### config.mk
export PLATFORM = sky130hd
export DESIGN_NAME = time_set_ctrl
export DESIGN_NICKNAME = d
export VERILOG_FILES = /design/src/rtl/clock_pkg.sv /design/src/rtl/ms_tick_gen.sv /design/src/rtl/time_set_ctrl.sv
export SDC_FILE = /design/constraint.sdc
export NUM_CORES = 1
export LEC_CHECK = 0
export CAP_MARGIN = 10
export CORE_MARGIN = 5
export CORE_UTILIZATION = 49
export DETAILED_ROUTE_END_ITERATION = 6
export MAX_ROUTING_LAYER = met4
export PLACE_DENSITY = 0.67
export SYNTH_ARGS = -nofsm -noshare
export SYNTH_HDL_FRONTEND = slang
export SYNTH_HIERARCHICAL = 1
export SYNTH_SLANG_ARGS = --single-unit
### constraint.sdc
create_clock -name clk -period 5.9 [get_ports clk]
set_clock_uncertainty 0.2 [all_clocks]
set_input_delay 0.59 -clock clk [delete_from_list [all_inputs] [get_ports clk]]
set_output_delay 0.59 -clock clk [all_outputs]
set_load 0.05 [all_outputs]
### src/rtl/clock_pkg.sv
// Shared definitions for the digital-clock control blocks:
// mode encoding and the millisecond prescaler divisor.
package clock_pkg;

  typedef enum logic [1:0] {
    MODE_RUN    = 2'b00,
    MODE_SETHR  = 2'b01,
    MODE_SETMIN = 2'b10
  } mode_e;

  // Clocks per ms-tick; never below one so very slow clocks still tick.
  function automatic int unsigned ms_tick_div(input int unsigned clk_hz);
    int unsigned div;
    div = clk_hz / 32'd1000;
    return (div < 32'd1) ? 32'd1 : div;
  endfunction

endpackage

### src/rtl/ms_tick_gen.sv
// Free-running prescaler producing a one-cycle strobe every millisecond.
// Only the asynchronous reset restarts it.
module ms_tick_gen
  import clock_pkg::*;
#(
  parameter int unsigned CLK_HZ = 32'd100_000_000
) (
  input  logic i_clk,
  input  logic i_rst_n,
  output logic o_tick
);

  localparam int unsigned DIV = ms_tick_div(CLK_HZ);
  localparam int unsigned CW  = (DIV > 32'd1) ? $clog2(DIV) : 32'd1;
  localparam logic [CW-1:0] LAST = CW'(DIV - 32'd1);

  logic [CW-1:0] r_cnt;
  logic          r_tick;

  always_ff @(posedge i_clk or negedge i_rst_n) begin
    if (!i_rst_n) begin
      r_cnt  <= '0;
      r_tick <= 1'b0;
    end else if (r_cnt == LAST) begin
      r_cnt  <= '0;
      r_tick <= 1'b1;
    end else begin
      r_cnt  <= r_cnt + CW'(1);
      r_tick <= 1'b0;
    end
  end

  assign o_tick = r_tick;

endmodule

### src/rtl/time_set_ctrl.sv
// Mode/set sequencer for the HH:MM clock: gates the running clock, turns button
// presses into increment pulses with hold-to-repeat, and drives the digit blink mask.
module time_set_ctrl
  import clock_pkg::*;
#(
  parameter int unsigned CLK_HZ     = 32'd100_000_000,
  parameter int unsigned HOLD_MS    = 32'd500,
  parameter int unsigned REPEAT_MS  = 32'd150,
  parameter int unsigned BLINK_MS   = 32'd250,
  parameter int unsigned TIMEOUT_MS = 32'd10_000
) (
  input  logic       clk,
  input  logic       rst_n,
  input  logic       run_sw,
  input  logic       btn_mode,
  input  logic       btn_up,
  output logic       clk_en,
  output logic       hrup,
  output logic       minup,
  output logic       sec_clr,
  output logic [3:0] digit_blank,
  output logic [1:0] mode
);

  localparam int unsigned HOLD_MAX = (HOLD_MS > REPEAT_MS) ? HOLD_MS : REPEAT_MS;
  localparam int unsigned HW = $clog2(HOLD_MAX + 32'd1);
  localparam int unsigned BW = $clog2(BLINK_MS + 32'd1);
  localparam int unsigned TW = $clog2(TIMEOUT_MS + 32'd1);

  localparam logic [HW-1:0] HOLD_LAST    = HW'(HOLD_MS - 32'd1);
  localparam logic [HW-1:0] REPEAT_LAST  = HW'(REPEAT_MS - 32'd1);
  localparam logic [BW-1:0] BLINK_LAST   = BW'(BLINK_MS - 32'd1);
  localparam logic [TW-1:0] TIMEOUT_LAST = TW'(TIMEOUT_MS - 32'd1);

  logic          w_ms_tick;
  logic          w_mode_rise;
  logic          w_up_rise;
  logic          w_in_set;

  mode_e         r_state;
  mode_e         w_state_nxt;
  logic          r_mode_prev;
  logic          r_up_prev;

  logic [TW-1:0] r_idle_cnt;
  logic [TW-1:0] w_idle_nxt;
  logic          w_timeout;
  logic          w_sec_clr_nxt;

  logic [HW-1:0] r_hold_cnt;
  logic [HW-1:0] w_hold_nxt;
  logic [HW-1:0] w_hold_last;
  logic          r_first;
  logic          w_first_nxt;
  logic          r_armed;
  logic          w_armed_nxt;
  logic          w_inc;

  logic [BW-1:0] r_blink_cnt;
  logic [BW-1:0] w_blink_nxt;
  logic          r_phase;
  logic          w_phase_nxt;
  logic [3:0]    w_blank_nxt;

  logic          r_hrup;
  logic          r_minup;
  logic          r_sec_clr;
  logic          r_clk_en;
  logic [3:0]    r_blank;

  ms_tick_gen #(
    .CLK_HZ(CLK_HZ)
  ) u_ms_tick (
    .i_clk  (clk),
    .i_rst_n(rst_n),
    .o_tick (w_ms_tick)
  );

  // Previous-value registers reset high so a button held through reset is not a press.
  assign w_mode_rise = btn_mode & ~r_mode_prev;
  assign w_up_rise   = btn_up & ~r_up_prev;
  assign w_in_set    = (r_state == MODE_SETHR) || (r_state == MODE_SETMIN);

  always_comb begin
    w_state_nxt   = r_state;
    w_idle_nxt    = r_idle_cnt;
    w_timeout     = 1'b0;
    w_sec_clr_nxt = 1'b0;
    case (r_state)
      MODE_RUN: begin
        w_idle_nxt = '0;
        if (w_mode_rise) begin
          w_state_nxt = MODE_SETHR;
        end else begin
          w_state_nxt = MODE_RUN;
        end
      end
      MODE_SETHR, MODE_SETMIN: begin
        if (w_mode_rise || w_up_rise || btn_up) begin
          w_idle_nxt = '0;
        end else if (w_ms_tick && (r_idle_cnt == TIMEOUT_LAST)) begin
          w_idle_nxt = '0;
          w_timeout  = 1'b1;
        end else if (w_ms_tick) begin
          w_idle_nxt = r_idle_cnt + TW'(1);
        end else begin
          w_idle_nxt = r_idle_cnt;
        end
        if (w_mode_rise) begin
          w_state_nxt = (r_state == MODE_SETHR) ? MODE_SETMIN : MODE_RUN;
        end else if (w_timeout) begin
          w_state_nxt = MODE_RUN;
        end else begin
          w_state_nxt = r_state;
        end
        w_sec_clr_nxt = (w_mode_rise && (r_state == MODE_SETMIN)) || w_timeout;
      end
      default: begin
        w_state_nxt = MODE_RUN;
        w_idle_nxt  = '0;
      end
    endcase
  end

  // A mode edge outranks an up edge and disarms repeat until the next real press.
  always_comb begin
    w_inc       = 1'b0;
    w_hold_nxt  = '0;
    w_first_nxt = 1'b1;
    w_armed_nxt = 1'b0;
    w_hold_last = r_first ? HOLD_LAST : REPEAT_LAST;
    if (!w_in_set || w_mode_rise) begin
      w_armed_nxt = 1'b0;
    end else if (w_up_rise) begin
      w_inc       = 1'b1;
      w_armed_nxt = 1'b1;
    end else if (r_armed && btn_up) begin
      w_armed_nxt = 1'b1;
      if (w_ms_tick && (r_hold_cnt == w_hold_last)) begin
        w_inc       = 1'b1;
        w_hold_nxt  = '0;
        w_first_nxt = 1'b0;
      end else if (w_ms_tick) begin
        w_hold_nxt  = r_hold_cnt + HW'(1);
        w_first_nxt = r_first;
      end else begin
        w_hold_nxt  = r_hold_cnt;
        w_first_nxt = r_first;
      end
    end else begin
      w_armed_nxt = 1'b0;
    end
  end

  // Digits restart visible on entering a set state and after every increment.
  always_comb begin
    w_blink_nxt = r_blink_cnt;
    w_phase_nxt = r_phase;
    if ((w_state_nxt == MODE_RUN) || (w_state_nxt != r_state) || w_inc) begin
      w_blink_nxt = '0;
      w_phase_nxt = 1'b0;
    end else if (w_ms_tick && (r_blink_cnt == BLINK_LAST)) begin
      w_blink_nxt = '0;
      w_phase_nxt = ~r_phase;
    end else if (w_ms_tick) begin
      w_blink_nxt = r_blink_cnt + BW'(1);
    end else begin
      w_blink_nxt = r_blink_cnt;
    end
  end

  always_comb begin
    w_blank_nxt = 4'b0000;
    case (w_state_nxt)
      MODE_SETHR:  w_blank_nxt = {w_phase_nxt, w_phase_nxt, 2'b00};
      MODE_SETMIN: w_blank_nxt = {2'b00, w_phase_nxt, w_phase_nxt};
      default:     w_blank_nxt = 4'b0000;
    endcase
  end

  always_ff @(posedge clk or negedge rst_n) begin
    if (!rst_n) begin
      r_state     <= MODE_RUN;
      r_mode_prev <= 1'b1;
      r_up_prev   <= 1'b1;
      r_idle_cnt  <= '0;
      r_hold_cnt  <= '0;
      r_first     <= 1'b1;
      r_armed     <= 1'b0;
      r_blink_cnt <= '0;
      r_phase     <= 1'b0;
    end else begin
      r_state     <= w_state_nxt;
      r_mode_prev <= btn_mode;
      r_up_prev   <= btn_up;
      r_idle_cnt  <= w_idle_nxt;
      r_hold_cnt  <= w_hold_nxt;
      r_first     <= w_first_nxt;
      r_armed     <= w_armed_nxt;
      r_blink_cnt <= w_blink_nxt;
      r_phase     <= w_phase_nxt;
    end
  end

  // Outputs are registered against the next state so mode, mask and enable line up.
  always_ff @(posedge clk or negedge rst_n) begin
    if (!rst_n) begin
      r_hrup    <= 1'b0;
      r_minup   <= 1'b0;
      r_sec_clr <= 1'b0;
      r_clk_en  <= 1'b0;
      r_blank   <= 4'b0000;
    end else begin
      r_hrup    <= w_inc && (r_state == MODE_SETHR);
      r_minup   <= w_inc && (r_state == MODE_SETMIN);
      r_sec_clr <= w_sec_clr_nxt;
      r_clk_en  <= run_sw && (w_state_nxt == MODE_RUN);
      r_blank   <= w_blank_nxt;
    end
  end

  assign clk_en      = r_clk_en;
  assign hrup        = r_hrup;
  assign minup       = r_minup;
  assign sec_clr     = r_sec_clr;
  assign digit_blank = r_blank;
  assign mode        = r_state;

endmodule

==> impl_metrics.tcl, run 1 <==
set metrics [dict create \
    start_util_pct 50.1 \
    synth_cells 316 \
    grt_util_all_layers_pct 15.3 \
    cts_tree "done" \
    ys_warn_count 6 \
    worst_pin_slew_ns 0.914 \
    cts_max_level 3 \
    clock_latency_ns 0.33 \
    yosys_register_bits 62 \
    setup_violations 0 \
    crit_path_start_kind "primary input" \
    multiInputGateArea_um2 1530 \
    numCtsBuffers 9 \
    wirelength_met1_um 2720 \
    die_h_um 90.6 \
    wire_per_inst_um 13.3 \
    final_layout_size_suffix_gt1_share_pct 8.26 \
    fin_crit_sh_pct 55.6 \
    worstPathCellList "clkdlybuf4s50_1, and2b_1, nor2_1, a221oi_4, inv_1, ha_1, a21oi_1, o211ai_1, nor3_1" \
    avgSynthCellArea_um2 10.1 \
    wl_um 5510 \
    drc 0 \
    final_common_cell "dfrtp_1" \
    nNetsFinal 351 \
    postLayoutCoreUtil_pct 56.0 \
    vias 2237 \
    seq_area_um2 1560 \
    grt_pass1_vias 2210 \
    coreArea_um2 6350 \
    setup-tns-final_ns 0 \
    clk_pin_slew_ns 0.06 \
    antenna_left 0 \
    overflow 0 \
    hold_viol 0 \
    globalplace.congestion 0.826 \
    grt_max_degree 63 \
    finalCriticalPeriod_ns 3.28 \
    power_leakage_nw 1.38 \
    peakVddDrop_uv 206 \
    cts_resized 0 \
    final_cell_mix "dfrtp_1, nor2_1, nand2_1, xnor2_1, nor3_1" \
    syn-num-nets 333 \
    drt_pass1_iterations 4 \
    cts_hold_buffers 0 \
    cellPowerDensity_nw_per_um2 233 \
    area_growth_pct 11.8 \
    synth_ff_type "dfrtp_1" \
    io_buffer_count 14 \
    cp_data_required_time_ns 5.93 \
    hp-class "primary input to async pin" \
    crit_slowest_cell "clkdlybuf4s50_1" \
    cts_buffer_depth 2 \
    grt_pass1_wl_um 10000 \
    synthArstFlopShare_pct 100 \
    wl_met3_um 229 \
    crit_fanout 12 \
    cp_slowest_stage_delay_ns 0.50 \
    rsz0062_at_grt "no" \
    ios 15 \
    dieArea_um2 8200 \
    synth_area_um2 3180 \
    crit_type "primary input to flop" \
    cap_violations 0 \
    status "completed" \
    antenna_found_initial 0 \
    viasPerCell 5.38 \
    highest_layer "met4" \
    cp-end-kind "flop" \
    antenna_cells 0 \
    synth_cell_types 44 \
    arrival_ns 3.32 \
    cts-root-buf "clkbuf_8" \
    fill_cells 552 \
    slew_headroom_pct 38.8 \
    synth-seq-area-share_pct 48.9 \
    cts_sinks 62 \
    die_x_um 90.6 \
    drt_iter0_drc 65 \
    rows 29 \
    hpwlAfterDp_um 3830 \
    dr_wl_met2_um 2520 \
    maxSlewViolCount 0 \
    cts_setup_buffers 0 \
    synth_edf_count 0 \
    max_freq_ghz 0.305 \
]
## final cells by class
cell class / count / share of cell area [%]
clock buffers: 12 / 3.80
clock inverters: 4 / 1.41
inverters: 14 / 1.48
multi-input cells: 232 / 42.9
flip-flops and latches: 62 / 43.7
well taps: 77 / 2.71
repair buffers: 15 / 4.01
## cells by family (layout without fill, tap and decap cells)
| group | after synthesis | after routing | share of synthesized area (%) |
|---|---|---|---|
| xor+xnor | 39 | 39 | 10.7 |
| compound gates | 26 | 26 | 7.16 |
| flops | 62 | 62 | 48.9 |
| fa+ha+maj | 12 | 12 | 4.72 |
| simple gates | 153 | 153 | 24.7 |
| buf+inv | 22 | 45 | 3.15 |
| mux | 2 | 2 | 0.629 |
## final timing paths
path                                                from                       endpoint  slack (ns)  cells past startpoint
hold / removal                                     rst_n       digit_blank[2]$_DFF_PN0_        0.19                      2
setup reg to reg                       mode[0]$_DFF_PN0_       digit_blank[2]$_DFF_PN0_        2.86                      8
hold reg to reg            u_ms_tick/r_cnt[14]$_DFF_PN0_  u_ms_tick/r_cnt[14]$_DFF_PN0_        0.29                      1
setup / recovery                                btn_mode       digit_blank[2]$_DFF_PN0_        2.62                      9
max in group asynchronous                          rst_n     r_blink_cnt[1]$_DFFE_PN0P_        4.78                      2
min in group clk           u_ms_tick/r_cnt[14]$_DFF_PN0_  u_ms_tick/r_cnt[14]$_DFF_PN0_        0.29                      1
## cells in the mapped netlist (5+ instances only)
library cell / instances / share of area [%]
inv_1: 14 / 1.7
a21oi_1: 8 / 1.3
nor2_1: 44 / 5.2
nand3_1: 15 / 2.4
xor2_1: 12 / 3.3
dfrtp_1: 59 / 46
nand2_1: 27 / 3.2
ha_1: 12 / 4.7
nor3_1: 21 / 3.3
xnor2_1: 27 / 7.4
and2_1: 5 / 0.98
nand4_1: 10 / 2.0
## metrics by stage
step,cell area [µm²],hold slack [ns],setup WS [ns],power [mW],cells
finish,3560,0.194,2.62,0.830,416
global route,3560,0.286,2.40,0.871,416
CTS,3560,0.246,2.62,0.844,416
detailed placement,3370,0.274,2.29,0.488,400
global placement,3370,0.281,2.45,0.487,400
floorplan,3180,0.0944,2.98,0.467,316
## critical path, delay by kind of cell
kind	cells	cell delay, ns
AND/OR/NAND/NOR	3	0.91
adder cells (fa/ha/maj)	1	0.23
AO/OA/AOI/OAI	3	0.97
buffers and inverters	2	0.62
## state kept, by name, summed over array words and instances (netlist names)
signal / count
clk_en: 1
digit_blank: 2
hrup: 1
minup: 1
mode: 2
r_armed: 1
r_blink_cnt: 8
r_first: 1
r_hold_cnt: 9
r_idle_cnt: 14
r_mode_prev: 1
r_phase: 1
r_up_prev: 1
sec_clr: 1
u_ms_tick/o_tick: 1
u_ms_tick/r_cnt: 17
## power by group
group	switching, mW	leakage [nW]	internal [mW]	total (mW)
registers	0.00216	0.839	0.428	0.430
clock network	0.156	0.0866	0.195	0.351
logic	0.0352	0.458	0.0137	0.0489
## metal layers
| metal | up-vias | global-route usage [%] |
|---|---|---|
| met3 | 4 | 5.25 |
| met4 | 0 | 4.96 |
| met2 | 33 | 23.4 |
| met1 | 1070 | 19.2 |
| li1 | 1130 | - |
| met5 | - | - |
No activity file was read; power rests on OpenSTA's default activity.
==> inputs of run 2 (changes only) <==
- PLACE_DENSITY: 0.67 -> 0.69
- clock period: 5.9 -> 2.9 ns (I/O delays scaled with it)
==> run 2 against run 1 <==
Against the previous run: via count increased by 3.9%; sequential power increased by 100%; clock power increased by 140%; worst setup slack got worse by 2.5 ns; sequential share of layout area decreased by 1.5 points; critical path type is now flop to flop; highest routed layer unchanged; total power increased by 120%; clock-buffer cell count unchanged; critical path depth increased by 1; critical endpoint is now r_blink_cnt[4]$_DFFE_PN0P_.
==> impl_metrics.tcl, run 2 (synthesis gave the netlist of run 1 again) <==
set metrics [dict create \
    p_clk_share_pct 45.8 \
    crit_slowest_cell "or4_4" \
    finalCriticalPeriod_ns 2.77 \
    hpwlAfterDp_um 4200 \
    viasPerCell 5.43 \
    nNetsFinal 363 \
    die_h_um 90.6 \
    setup_violations 0 \
    min_from "btn_mode" \
    clk_pin_slew_ns 0.07 \
    grt_pass1_vias 2386 \
    maxSlewViolCount 0 \
    r2r_slack_ns 0.13 \
    seq_area_um2 1560 \
    cts_max_level 3 \
    cp-end-kind "flop" \
    cts_buffer_depth 2 \
    max_freq_ghz 0.361 \
    p_sw_uw 412 \
    dp_slack_ns -0.0231 \
    rows 29 \
    grt_max_degree 46 \
    largest_reg_flops 17 \
    coreArea_um2 6350 \
    worst_pin_slew_ns 0.978 \
    drc 0 \
    status "completed" \
    power.share.switching_pct 22.5 \
    postLayoutCoreUtil_pct 58.0 \
    place_area_um2 3460 \
    ios 15 \
    top_register "u_ms_tick/r_cnt" \
    peakVddDrop_uv 319 \
    r2r-end "r_blink_cnt[4]$_DFFE_PN0P_" \
    arrival_ns 2.81 \
    die_x_um 90.6 \
    grt_pass1_wl_um 11100 \
    final_cell_mix "dfrtp_1, nor2_1, nand2_1, xnor2_1, nor3_1" \
    power_leakage_nw 1.47 \
    cts-root-buf "clkbuf_8" \
    drt_pass1_iterations 4 \
    drt_iter0_drc 94 \
    antenna_found_initial 0 \
    globalplace.congestion 0.819 \
    io_buffer_count 14 \
    wl_um 6100 \
    multiInputGateArea_um2 1530 \
    fin_crit_sh_pct 95.6 \
    fill_cells 527 \
    pwr-share-comb_pct 6.3 \
    r2r_cells 10 \
    crit_path_start_kind "flop" \
    reg.largest.list "u_ms_tick/r_cnt x17, r_idle_cnt x14, r_hold_cnt x9" \
    overflow 0 \
    hold_viol 0 \
    fin_hold_ws_ns 0.201 \
    setup_slack_ns 0.128 \
    rr_startpoint "r_idle_cnt[0]$_DFFE_PN0P_" \
    hp-class "primary input to flop" \
    crit_type "flop to flop" \
    antenna_cells 0 \
    cellPowerDensity_nw_per_um2 496 \
    worstPathCellList "ha_1, and3_1, nand4_1, nor3_1, or4_4, ha_1, a21oi_1, o211ai_1, buf_4, nor3_1" \
    cts_tree "done" \
    start_util_pct 50.1 \
    antenna_left 0 \
    dieArea_um2 8200 \
    area_growth_pct 15.9 \
    min_delay_worst_endpoint "r_mode_prev$_DFF_PN1_" \
    worst_hold_path.num_cells 1 \
    power.internal_mw 1.42 \
    rsz0062_at_grt "no" \
    vias 2324 \
    grt_util_all_layers_pct 16.9 \
    fin_area_um2 3680 \
    cts_sinks 62 \
    cp_slowest_stage_delay_ns 0.52 \
    pwr-share-seq_pct 47.9 \
    crit_fanout 11 \
    cap_violations 0 \
    final_common_cell "dfrtp_1" \
    cp_data_required_time_ns 2.94 \
    setup-tns-final_ns 0 \
    wire_per_inst_um 14.3 \
    final_layout_size_suffix_gt1_share_pct 12.0 \
    numCtsBuffers 9 \
    slew_headroom_pct 34.8 \
    clock_latency_ns 0.34 \
]
## run 2: worst max-delay path by stage
stage                                          from                          to  slack (ns)  cells past startpoint
after floorplan                   mode[1]$_DFF_PN0_  r_blink_cnt[2]$_DFFE_PN0P_        0.03                      9
after global placement                     btn_mode  r_blink_cnt[6]$_DFFE_PN0P_        0.11                      9
after detailed placement                   btn_mode  r_blink_cnt[4]$_DFFE_PN0P_       -0.02                      9
after CTS                 r_idle_cnt[0]$_DFFE_PN0P_  r_blink_cnt[4]$_DFFE_PN0P_         0.1                     10
after global routing      r_idle_cnt[0]$_DFFE_PN0P_  r_blink_cnt[4]$_DFFE_PN0P_        0.05                     10
final                     r_idle_cnt[0]$_DFFE_PN0P_  r_blink_cnt[4]$_DFFE_PN0P_        0.13                     10
## run 2: power groups by stage
stage	logic, mW	clock network, mW	registers (mW)
after CTS	0.117	0.852	0.875
after floorplan	0.0498	0	0.901
final	0.116	0.836	0.875
after global placement	0.112	0	0.891
after detailed placement	0.114	0	0.891
after global routing	0.128	0.898	0.875
## run 2: metrics by stage
step	cells	total power [mW]
4_1_cts	428	1.84
2_1_floorplan	316	0.951
3_3_place_gp	411	1.00
5_1_grt	428	1.90
3_5_place_dp	411	1.01
6_report	428	1.83
## run 2: repair_timing
| item | 4_1_cts | 5_1_grt |
|---|---|---|
| gates resized for setup | 0 | 1 |
| hold endpoints to repair | 40 | 0 |
| buffers inserted | 0 | 0 |
| endpoints found under the setup margin | 0 | 2 |
| hold buffers | 1 | 0 |
## run 2: per-layer routing
metal / wire [µm] / part of all wire [%] / up-vias / GRT usage, %
li1: - / - / 1146 / -
met1: 2930 / 48 / 1132 / 22.4
met2: 2840 / 47 / 36 / 24.9
met3: 226 / 3.7 / 10 / 3.50
met4: 99 / 1.6 / 0 / 7.94
met5: 0 / 0 / - / -
## run 2: area by class of cell
| type | instances | share of cell area [%] |
|---|---|---|
| clock buffers | 12 | 3.94 |
| clock inverters | 4 | 1.90 |
| multi-input cells | 232 | 41.5 |
| flip-flops and latches | 62 | 42.2 |
| well taps | 77 | 2.61 |
| inverters | 14 | 1.43 |
| repair buffers | 27 | 6.38 |
## run 2: worst max-delay path: cells and delay by family (launching register included)
kind,cells,cell delay [ns]
and+or+nand+nor,5,1.19
adders and majority gates,2,0.42
DFF,1,0.40
AOI/OAI and AO/OA,2,0.25
buffers and inverters,1,0.20
==> inputs of run 3 (changes only) <==
- CTS_BUF_LIST: unset -> sky130_fd_sc_hd__clkbuf_16
==> run 3 against run 2 <==
Against the previous run: clock-buffer cell count is 3 lower; sequential share of layout area is 1.0 points lower; critical path depth unchanged; final area increased by 2.5%; core utilization increased by 1.4 points; clock power increased by 30%; register-to-register slack improved by 0.04 ns; critical path type unchanged; largest cell class unchanged; highest routed layer unchanged.
==> impl_metrics.tcl, run 3 (synthesis gave the netlist of run 1 again) <==
set metrics [dict create \
    status "completed" \
    rr_startpoint "r_idle_cnt[0]$_DFFE_PN0P_" \
    r2r-end "r_blink_cnt[4]$_DFFE_PN0P_" \
    final_layout_size_suffix_gt1_share_pct 11.7 \
    cts_max_level 3 \
    pwr-share-seq_pct 42.0 \
    final_cell_mix "dfrtp_1, nor2_1, nand2_1, xnor2_1, nor3_1" \
    hold_viol 0 \
    p_sw_uw 437 \
    fin_hold_ws_ns 0.220 \
    cap_violations 0 \
    numCtsBuffers 9 \
    viasPerCell 5.46 \
    worstPathCellList "ha_1, and3_1, nand4_1, nor3_1, or4_4, ha_1, a21oi_1, o211ai_1, buf_4, nor3_1" \
    maxSlewViolCount 0 \
    arrival_ns 2.76 \
    r2r_slack_ns 0.17 \
    area_growth_pct 18.7 \
    r2r_cells 10 \
    peakVddDrop_uv 408 \
    dp_slack_ns -0.0231 \
    crit_path_start_kind "flop" \
    rsz0062_at_grt "no" \
    slew_headroom_pct 34.3 \
    crit_buf_inv 1 \
    die_h_um 90.6 \
    cts_buffer_depth 2 \
    power.share.switching_pct 20.9 \
    cp_slowest_stage_delay_ns 0.52 \
    fin_crit_sh_pct 94.3 \
    clk_pin_slew_ns 0.05 \
    largest_reg_flops 17 \
    io_buffer_count 14 \
    antenna_cells 0 \
    postLayoutCoreUtil_pct 59.5 \
    drc 0 \
    antenna_found_initial 0 \
    max_freq_ghz 0.366 \
    cts-root-buf "clkbuf_16" \
    grt_util_all_layers_pct 17.1 \
    crit_slowest_cell "or4_4" \
    dieArea_um2 8200 \
    final_common_cell "dfrtp_1" \
    top_register "u_ms_tick/r_cnt" \
    nNetsFinal 363 \
    hpwlAfterDp_um 4200 \
    ios 15 \
    power.internal_mw 1.65 \
    cts_sinks 62 \
    power_leakage_nw 1.52 \
    clock_latency_ns 0.33 \
    min_from "btn_mode" \
    start_util_pct 50.1 \
    p_clk_share_pct 52.4 \
    finalCriticalPeriod_ns 2.73 \
    placed_cells 411 \
    overflow 0 \
    vias 2339 \
    setup_violations 0 \
    hp-class "primary input to flop" \
    wl_um 6100 \
    pwr-share-comb_pct 5.5 \
    setup_slack_ns 0.166 \
    drt_pass1_iterations 4 \
    grt_pass1_wl_um 11100 \
    antenna_left 0 \
    cp_data_required_time_ns 2.92 \
    die_x_um 90.6 \
    cp-end-kind "flop" \
    worst_pin_slew_ns 0.986 \
    coreArea_um2 6350 \
    crit_type "flop to flop" \
    grt_max_degree 46 \
    wire_per_inst_um 14.2 \
    min_delay_worst_endpoint "r_mode_prev$_DFF_PN1_" \
    globalplace.congestion 0.819 \
    cts_tree "done" \
    cellPowerDensity_nw_per_um2 553 \
    worst_hold_path.num_cells 1 \
    grt_pass1_vias 2382 \
    crit_fanout 11 \
    drt_iter0_drc 101 \
    cp_top_family "simple AND/OR/NAND/NOR gates" \
    fin_cells 428 \
    rows 29 \
    reg.largest.list "u_ms_tick/r_cnt x17, r_idle_cnt x14, r_hold_cnt x9" \
]
-- run 3: cell count changes in the layout (fill, tap and decap cells not counted) --
cell	before	now
clkbuf_16	0	9
clkbuf_8	10	0
inv_1	14	16
clkinv_1	0	1
clkbuf_1	2	0
-- run 3: worst max path at each step --
stage                            endpoint  depth (start not counted)                      start
2_1_floorplan  r_blink_cnt[2]$_DFFE_PN0P_                          9          mode[1]$_DFF_PN0_
3_3_place_gp   r_blink_cnt[6]$_DFFE_PN0P_                          9                   btn_mode
3_5_place_dp   r_blink_cnt[4]$_DFFE_PN0P_                          9                   btn_mode
4_1_cts        r_blink_cnt[4]$_DFFE_PN0P_                         10  r_idle_cnt[0]$_DFFE_PN0P_
5_1_grt        r_blink_cnt[4]$_DFFE_PN0P_                         10  r_idle_cnt[0]$_DFFE_PN0P_
6_report       r_blink_cnt[4]$_DFFE_PN0P_                         10  r_idle_cnt[0]$_DFFE_PN0P_
-- run 3: area by class of cell --
cell class	count	area, µm²
repair buffers	27	235
clock inverters	7	81.3
fillers	509	2570
clock buffers	9	225
flip-flops and latches	62	1560
well taps	77	96.3
inverters	14	52.6
multi-input cells	232	1530
-- run 3: worst reg2reg max path: stages (launching register included) --
cell and delay [ns]:
dfrtp_1 0.39, ha_1 0.21, and3_1 0.22, nand4_1 0.13
nor3_1 0.07, or4_4 0.52, ha_1 0.22, a21oi_1 0.12
o211ai_1 0.11, buf_4 0.20, nor3_1 0.25
-- run 3: power by group through the flow --
| stage | combinational (mW) | sequential, mW | clock [mW] |
|---|---|---|---|
| final | 0.116 | 0.877 | 1.09 |
| after global routing | 0.128 | 0.877 | 1.16 |
| after CTS | 0.117 | 0.876 | 1.12 |
| after detailed placement | 0.114 | 0.891 | 0 |
| after global placement | 0.112 | 0.891 | 0 |
| after floorplan | 0.0498 | 0.901 | 0 |
-- run 3: timing repair --
item	4_1_cts	5_1_grt
hold buffers	1	0
hold endpoints to repair	40	0
gates resized for setup	0	1
buffers inserted	0	0
endpoints found under the setup margin	0	1
-- run 3: routing by layer --
metal	up-vias	wire, µm	part of all wire [%]	GRT usage, %
li1	1151	-	-	-
met1	1125	2910	48	22.0
met2	49	2790	46	24.9
met3	14	251	4.1	4.58
met4	0	143	2.3	8.56
met5	-	0	0	-
-- run 3: metrics by stage --
step	cell area [µm²]	total power, mW	TNS, ns
after floorplan	3180	0.951	0
after global placement	3460	1.00	0
after detailed placement	3460	1.01	-0.0231
after CTS	3770	2.12	0
after global routing	3780	2.17	0
final	3780	2.09	0
